File: config.mk
export PLATFORM = sky130hd
export DESIGN_NAME = ibex_wb_bridge
export DESIGN_NICKNAME = d
export VERILOG_FILES = /design/src/rtl/ibex_wb_bridge.sv
export SDC_FILE = /design/constraint.sdc
export NUM_CORES = 1
export LEC_CHECK = 0
export BUFFER_PORTS_ARGS = -buffer_cell sky130_fd_sc_hd__buf_4
export CORE_MARGIN = 10
export CORE_UTILIZATION = 50
export DETAILED_ROUTE_END_ITERATION = 7
export GPL_TIMING_DRIVEN = 0
export PLACE_DENSITY = 0.92
export SLEW_MARGIN = 30
export SYNTH_ARGS = -nofsm -noshare
export SYNTH_HDL_FRONTEND = slang
export SYNTH_SLANG_ARGS = --single-unit
File: constraint.sdc
create_clock -name clk -period 12.3 [get_ports clk]
set_input_delay 1.845 -clock clk [delete_from_list [all_inputs] [get_ports clk]]
set_output_delay 1.845 -clock clk [all_outputs]
set_load 0.01 [all_outputs]
File: src/rtl/ibex_wb_bridge.sv
// rtl/ibex_wb_bridge.sv - Ibex LSU to Wishbone pipelined-mode master bridge
//
// Purpose:
//   Converts single Ibex data-port transactions into Wishbone pipelined
//   cycles. Only one transaction is outstanding at a time. A cycle that is
//   held open for TIMEOUT_CYCLES cycles without ack/err is completed
//   with an error.
//
// Ports:
//   clk, rst                 clock, asynchronous active-high reset
//   data_req_i/data_gnt_o    Ibex request / grant (grant only in IDLE)
//   data_we_i, data_be_i     write enable, byte enables
//   data_addr_i, data_wdata_i  byte address, write data
//   data_rvalid_o            one-cycle response strobe
//   data_rdata_o, data_err_o response data / error, zero when no rvalid
//   wb_cyc, wb_stb, wb_we    Wishbone master controls
//   wb_addr, wb_data, wb_be  Wishbone address, write data, byte enables
//   wb_rdata, wb_ack, wb_err, wb_stall  Wishbone slave responses

module ibex_wb_bridge #(
  parameter int unsigned TIMEOUT_CYCLES = 255
) (
  input  logic        clk,
  input  logic        rst,
  input  logic        data_req_i,
  output logic        data_gnt_o,
  input  logic        data_we_i,
  input  logic [3:0]  data_be_i,
  input  logic [31:0] data_addr_i,
  input  logic [31:0] data_wdata_i,
  output logic        data_rvalid_o,
  output logic [31:0] data_rdata_o,
  output logic        data_err_o,
  output logic        wb_cyc,
  output logic        wb_stb,
  output logic        wb_we,
  output logic [31:0] wb_addr,
  output logic [31:0] wb_data,
  output logic [3:0]  wb_be,
  input  logic [31:0] wb_rdata,
  input  logic        wb_ack,
  input  logic        wb_err,
  input  logic        wb_stall
);

  typedef enum logic [1:0] {
    IDLE = 2'd0,
    REQ  = 2'd1,
    WAIT = 2'd2,
    RESP = 2'd3
  } state_t;

  localparam logic [15:0] TMO_LAST = 16'(TIMEOUT_CYCLES - 1);

  state_t      r_state;
  state_t      w_next;
  logic [15:0] r_timer;
  logic        r_we;
  logic [3:0]  r_be;
  logic [31:0] r_addr;
  logic [31:0] r_wdata;
  logic [31:0] r_rdata;
  logic        r_err;

  logic        w_gnt;
  logic        w_done;     // slave completed the transaction this cycle
  logic        w_tmo;      // timer expired without a slave response
  logic        w_resp;     // ack or err seen on the bus

  assign w_resp = wb_ack | wb_err;

  always_ff @(posedge clk or posedge rst) begin
    if (rst) begin
      r_state <= IDLE;
    end else begin
      r_state <= w_next;
    end
  end

  always_comb begin
    w_next        = r_state;
    w_gnt         = 1'b0;
    w_done        = 1'b0;
    w_tmo         = 1'b0;
    wb_cyc        = 1'b0;
    wb_stb        = 1'b0;
    data_rvalid_o = 1'b0;
    data_rdata_o  = 32'h0;
    data_err_o    = 1'b0;
    case (r_state)
      IDLE: begin
        // Grant is masked by rst so nothing is accepted while in reset.
        w_gnt = data_req_i & ~rst;
        if (w_gnt) begin
          w_next = REQ;
        end
      end
      REQ: begin
        wb_cyc = 1'b1;
        wb_stb = 1'b1;
        // A response only counts once the strobe has been accepted.
        if (!wb_stall && w_resp) begin
          w_done = 1'b1;
          w_next = RESP;
        end else if (r_timer == TMO_LAST) begin
          w_tmo  = 1'b1;
          w_next = RESP;
        end else if (!wb_stall) begin
          w_next = WAIT;
        end
      end
      WAIT: begin
        wb_cyc = 1'b1;
        if (w_resp) begin
          w_done = 1'b1;
          w_next = RESP;
        end else if (r_timer == TMO_LAST) begin
          w_tmo  = 1'b1;
          w_next = RESP;
        end
      end
      RESP: begin
        data_rvalid_o = 1'b1;
        data_rdata_o  = r_rdata;
        data_err_o    = r_err;
        w_next        = IDLE;
      end
      default: w_next = IDLE;
    endcase
  end

  assign data_gnt_o = w_gnt;

  always_ff @(posedge clk or posedge rst) begin
    if (rst) begin
      r_timer <= 16'h0;
      r_we    <= 1'b0;
      r_be    <= 4'h0;
      r_addr  <= 32'h0;
      r_wdata <= 32'h0;
      r_rdata <= 32'h0;
      r_err   <= 1'b0;
    end else begin
      if (w_gnt) begin
        r_we    <= data_we_i;
        r_be    <= data_be_i;
        r_addr  <= data_addr_i;
        r_wdata <= data_wdata_i;
        r_timer <= 16'h0;
      end else if (r_state == REQ || r_state == WAIT) begin
        r_timer <= r_timer + 16'd1;
      end

      if (w_done) begin
        // Ack wins over a simultaneous err; error responses carry no data.
        r_rdata <= (!r_we && wb_ack) ? wb_rdata : 32'h0;
        r_err   <= wb_err & ~wb_ack;
      end else if (w_tmo) begin
        r_rdata <= 32'h0;
        r_err   <= 1'b1;
      end
    end
  end

  assign wb_we   = r_we;
  assign wb_be   = r_be;
  assign wb_addr = r_addr;
  assign wb_data = r_wdata;

endmodule

Word-level counts from Yosys, hierarchy flattened
Index checks and enable logic that the tools add are counted.
W data, S select, Z words.
{"block": "word_totals", "wordCells": 58, "out_inout_bits": 106, "input_bits": 107, "reg_bits": 120}
{"block": "op_classes", "n_reduce_logical": 10, "n_bitwise": 5, "muxes": 27, "addsub": 1, "n_eq_ne": 7}
{"cell": "$mux W32", "count": 4}
{"cell": "$mux W16", "count": 2}
{"cell": "$add A16 B1 Y16 const B", "count": 1}
{"cell": "$eq A16 B8 Y1 const B", "count": 1}
{"cell": "$mux W1", "count": 12}
{"cell": "$mux W2", "count": 6}
{"cell": "$pmux W2 S4", "count": 1}
{"cell": "$eq A2 B2 Y1 const B", "count": 2}
{"cell": "$ne A4 B4 Y1 const B", "count": 1}
{"cell": "$pmux W1 S2", "count": 2}
{"cell": "$reduce_bool A2 Y1", "count": 2}
{"cell": "$ne A3 B3 Y1 const B", "count": 1}
{"cell": "$reduce_and A3 Y1", "count": 1}
{"cell": "$and A1 B1 Y1", "count": 2}
{"cell": "$eq A2 B1 Y1 const B", "count": 1}
{"cell": "$logic_and A1 B1 Y1", "count": 2}
{"cell": "$logic_not A1 Y1", "count": 2}
{"cell": "$logic_not A2 Y1", "count": 1}
{"cell": "$ne A2 B2 Y1 const B", "count": 1}
{"cell": "$not A1 Y1", "count": 2}
{"cell": "$reduce_or A2 Y1", "count": 1}
{"cell": "$logic_or A1 B1 Y1", "count": 1}
{"cell": "$or A1 B1 Y1", "count": 1}

Longest topological paths before layout
{"block": "logic_depth", "ltp_word": 6, "ltp_mapped": 8, "mapped_depth_nobuf": 6}

Worst setup path before layout
No wires, ideal clock.
{"block": "synth_timing", "kind": "input port to output port", "start": "input port rst", "end": "output port data_gnt_o", "slack_ns": 4.881, "required_time_ns": 10.455, "path_stages": 6, "t_arrival_ns": 5.574, "path_cell_list": "inv_1 > and3_1 > buf_2 > buf_2 > buf_2 > buf_1"}
{"block": "synth_between", "elab_chain_cells": 3}
{"item": "from (decl)", "line": "24", "text": "input logic rst,"}
{"item": "$not A1 Y1", "line": "93", "text": "w_gnt = data_req_i & ~rst;"}
{"item": "$and A1 B1 Y1", "line": "93"}
{"item": "$mux W1", "line": "90", "text": "case (r_state)"}
{"item": "to (decl)", "line": "26", "text": "output logic data_gnt_o,"}
No other way between the ends.

Worst setup path after layout
Ends and elaborated chain as after synthesis.

==> run_results.csv <==
group,metric,value,unit
cts,cts_buffer_depth,2,
grt,grt_pass1_wl,24700,microns
finish,final_common_cell,"buf_4",
timing,post-route-period-util,0.484,
grt,grt_usage,0.218,
detailed_routing,drtAntennaViolNets,0,
run_status,outcome,"completed",
min_path,hold-path-cell-count,1,
grt,antenna_found_initial,0,
finish,areaGrowthSynthToFinish,48.4,%
finish,nets,720,
flow_run,cap_violations,0,
floorplan,dieArea,14400,sq um
yosys,synth_mux_area_frac,0.157,
cts,clk_latency,0.51,ns
worst_setup_path,cp.required,10.45,ns
timing,fin_crit,5.96,ns
yosys,syn_inst,375,
finish,fin_area,7420,sq um
detailed_routing,viasPerCell,5.31,
floorplan,core_area,9770,sq um
yosys,ys_warn_count,0,
yosys,synth_top_family_by_area,"multiplexers",
worst_setup_path,start_kind,"input pin",
detailed_routing,drtPass1Iterations,5,
power,p_clk_frac,0.269,
grt,grt_pass1_vias,4522,
floorplan,fp.dieH,120,microns
floorplan,die_x,120,microns
min_path,hold_path_class,"flip-flop to flip-flop",
cts,hold_buffers,0,
timing,finalSetupViolCount,0,
grt,grt_max_degree,76,
cts,post_cts_buffers,0,
cts,h-tree-depth,4,
yosys,synthAdderAreaFrac,0.0150,
cts,cts_buffers,17,
cts,root_buffer,"clkbuf_8",
floorplan,start_util,0.512,
timing,drv_slew,0,
cts,ctsResizeCount,0,
yosys,synth_edf_count,0,
finish,num-fill-cells,570,
yosys,yosys.area_share.xor_xnor,0.0175,
finish,layout_common_cells,"213 x buf_4, 120 x dfrtp_1, 69 x mux2_2",
power,p_leak,3.64,nW
yosys,yosysSeqAreaShare,0.600,
detailed_routing,via_count,3995,
detailed_routing,dr.first_iter.drc_count,259,
finish,diodes,0,
yosys,synth_fp_nets,488,
power,swShare,0.335,
worst_setup_path,reg2reg_depth,8,
timing,whs,0.497,ns
yosys,synth.ff_latch_count,120,
power,seqPwrFrac,0.353,
yosys,netlist_area,5000,sq um
cts,path_clk_slew,0.06,ns
power,comb_power_share,0.378,
timing,hold_viol_final,0,
timing,rsz0062_at_grt,"no",
timing,relSlewSlack,0.604,
power,powerDensity,265,nW/um^2
finish,post_route_cells_drive_above_1_share,0.529,
yosys,synth_area_per_cell,13.3,sq um
yosys,synth_compound_area_frac,0.0821,
cts,cts_sinks,120,
floorplan,num_rows,36,
worst_setup_path,crit_type,"input pin to output port",
placed_design,routabilityCongestion,0.873,
detailed_routing,drc_errors,0,
worst_setup_path,end_kind,"output port",
timing,fin_setup_tns,0,ns
worst_setup_path,crit_arrival,4.11,ns
yosys,ys_types,40,
timing,clock.fmax,0.168,GHz
yosys,yosys.area_share.simple,0.103,
yosys,synthArstFlopShare,1.00,
detailed_routing,routedWlPerCell,21.1,microns
cts,cts_tree,"yes",
detailed_routing,routed_wl,15900,microns
placed_design,io_buffers,212,
power,vdd_drop_max,167,uV
floorplan,pin_count,213,
timing,tightest_slew,0.594,ns
yosys,ys.flop_type,"dfrtp_1",
placed_design,dpl_cell_area,6790,sq um
timing,fin_worst_skew,0.00766,ns
worst_setup_path,crit_fanout,75,
power,switching_power,0.000659,W
grt,grt_overflow,0,
power,p_int,0.00131,W
placed_design,dp_hpwl,11600,microns
## cells by family after synthesis
group           Yosys count
compound gates           54
xor+xnor                 10
fa+ha+maj                 6
buf+inv                  30
flops                   120
mux                      70
simple gates             85
## routing by layer
| metal | vias up | part of all wire | global-route usage |
|---|---|---|---|
| li1 | 1791 | - | - |
| met1 | 1973 | 0.37 | 0.227 |
| met2 | 210 | 0.50 | 0.377 |
| met3 | 21 | 0.12 | 0.109 |
| met4 | 0 | 0.016 | 0.0679 |
| met5 | - | 0 | 0 |
## path summary, 6_finish.rpt
check / startpoint / endpoint / slack [ns]
worst max register to register: r_state[0]$_DFFE_PP0P_ / r_rdata[19]$_DFFE_PP0P_ / 9.98
min in group asynchronous: rst / wb_data[11]$_DFFE_PP0P_ / 1.33
max in group asynchronous: rst / r_timer[2]$_DFFE_PP0P_ / 10.32
worst min register to register: r_rdata[18]$_DFFE_PP0P_ / r_rdata[18]$_DFFE_PP0P_ / 0.50
worst min-delay path: r_rdata[18]$_DFFE_PP0P_ / r_rdata[18]$_DFFE_PP0P_ / 0.50
worst max-delay path: rst / data_gnt_o / 6.34
## flip-flops by register name (all words and copies together) (netlist names)
name and cells:
wb_we 1, r_state 2, wb_be 4, r_err 1, r_rdata 32, r_timer 16
wb_data 32, wb_addr 32
## area by class of cell
| type | count | area (sq um) | area share |
|---|---|---|---|
| plain buffers | 20 | 87.6 | 0.0118 |
| clock buffers | 18 | 418 | 0.0563 |
| clock inverters | 14 | 211 | 0.0285 |
| inverters | 10 | 45.0 | 0.00607 |
| multi-input cells | 225 | 1870 | 0.252 |
| flip-flops and latches | 120 | 3000 | 0.405 |
| well taps | 133 | 166 | 0.0224 |
| repair buffers | 213 | 1620 | 0.218 |
## power by group through the flow
stage | Clock (W) | Combinational (W) | Sequential [W]
after floorplan | 0 | 0.000330 | 0.000725
after global placement | 0 | 0.000707 | 0.000678
after detailed placement | 0 | 0.000739 | 0.000694
after CTS | 0.000535 | 0.000752 | 0.000694
after global routing | 0.000554 | 0.000805 | 0.000717
final | 0.000530 | 0.000744 | 0.000695
## worst max-delay path: stages
cell and delay [ns]:
buf_4 0.13, inv_8 0.26, buf_16 0.36, and3_1 0.20
buf_2 0.18, buf_2 0.26, buf_2 0.26, buf_1 0.38
buf_4 0.21
## stage by stage
step                setup WS [ns]   util  power, W  cells
finish                       6.34  0.759   0.00197    753
global route                 6.11  0.759   0.00208    753
CTS                          6.29  0.759   0.00198    753
detailed placement           6.30  0.695   0.00143    721
global placement             3.56  0.692   0.00139    720
floorplan                    4.88      -   0.00105    375
## Yosys cell counts (all sizes together) (2+ instances only)
| library cell | n | area [sq um] |
|---|---|---|
| and2 | 34 | 213 |
| a21boi | 2 | 15.0 |
| nor4b | 2 | 23.8 |
| xnor2 | 4 | 35.0 |
| xor2 | 6 | 52.6 |
| buf | 9 | 46.3 |
| and4 | 3 | 27.5 |
| dfrtp | 120 | 3000 |
| nand4 | 5 | 46.3 |
| nand3 | 5 | 25.0 |
| nand2 | 5 | 18.8 |
| or3 | 5 | 32.5 |
| clkbuf | 11 | 41.3 |
| inv | 10 | 37.5 |
| nor2 | 18 | 67.6 |
| a22o | 32 | 280 |
| a21oi | 6 | 30.0 |
| o21ai | 8 | 40.0 |
| ha | 6 | 75.1 |
| and3 | 2 | 12.5 |
| mux2 | 69 | 777 |
(Power assumes the default switching activity.)
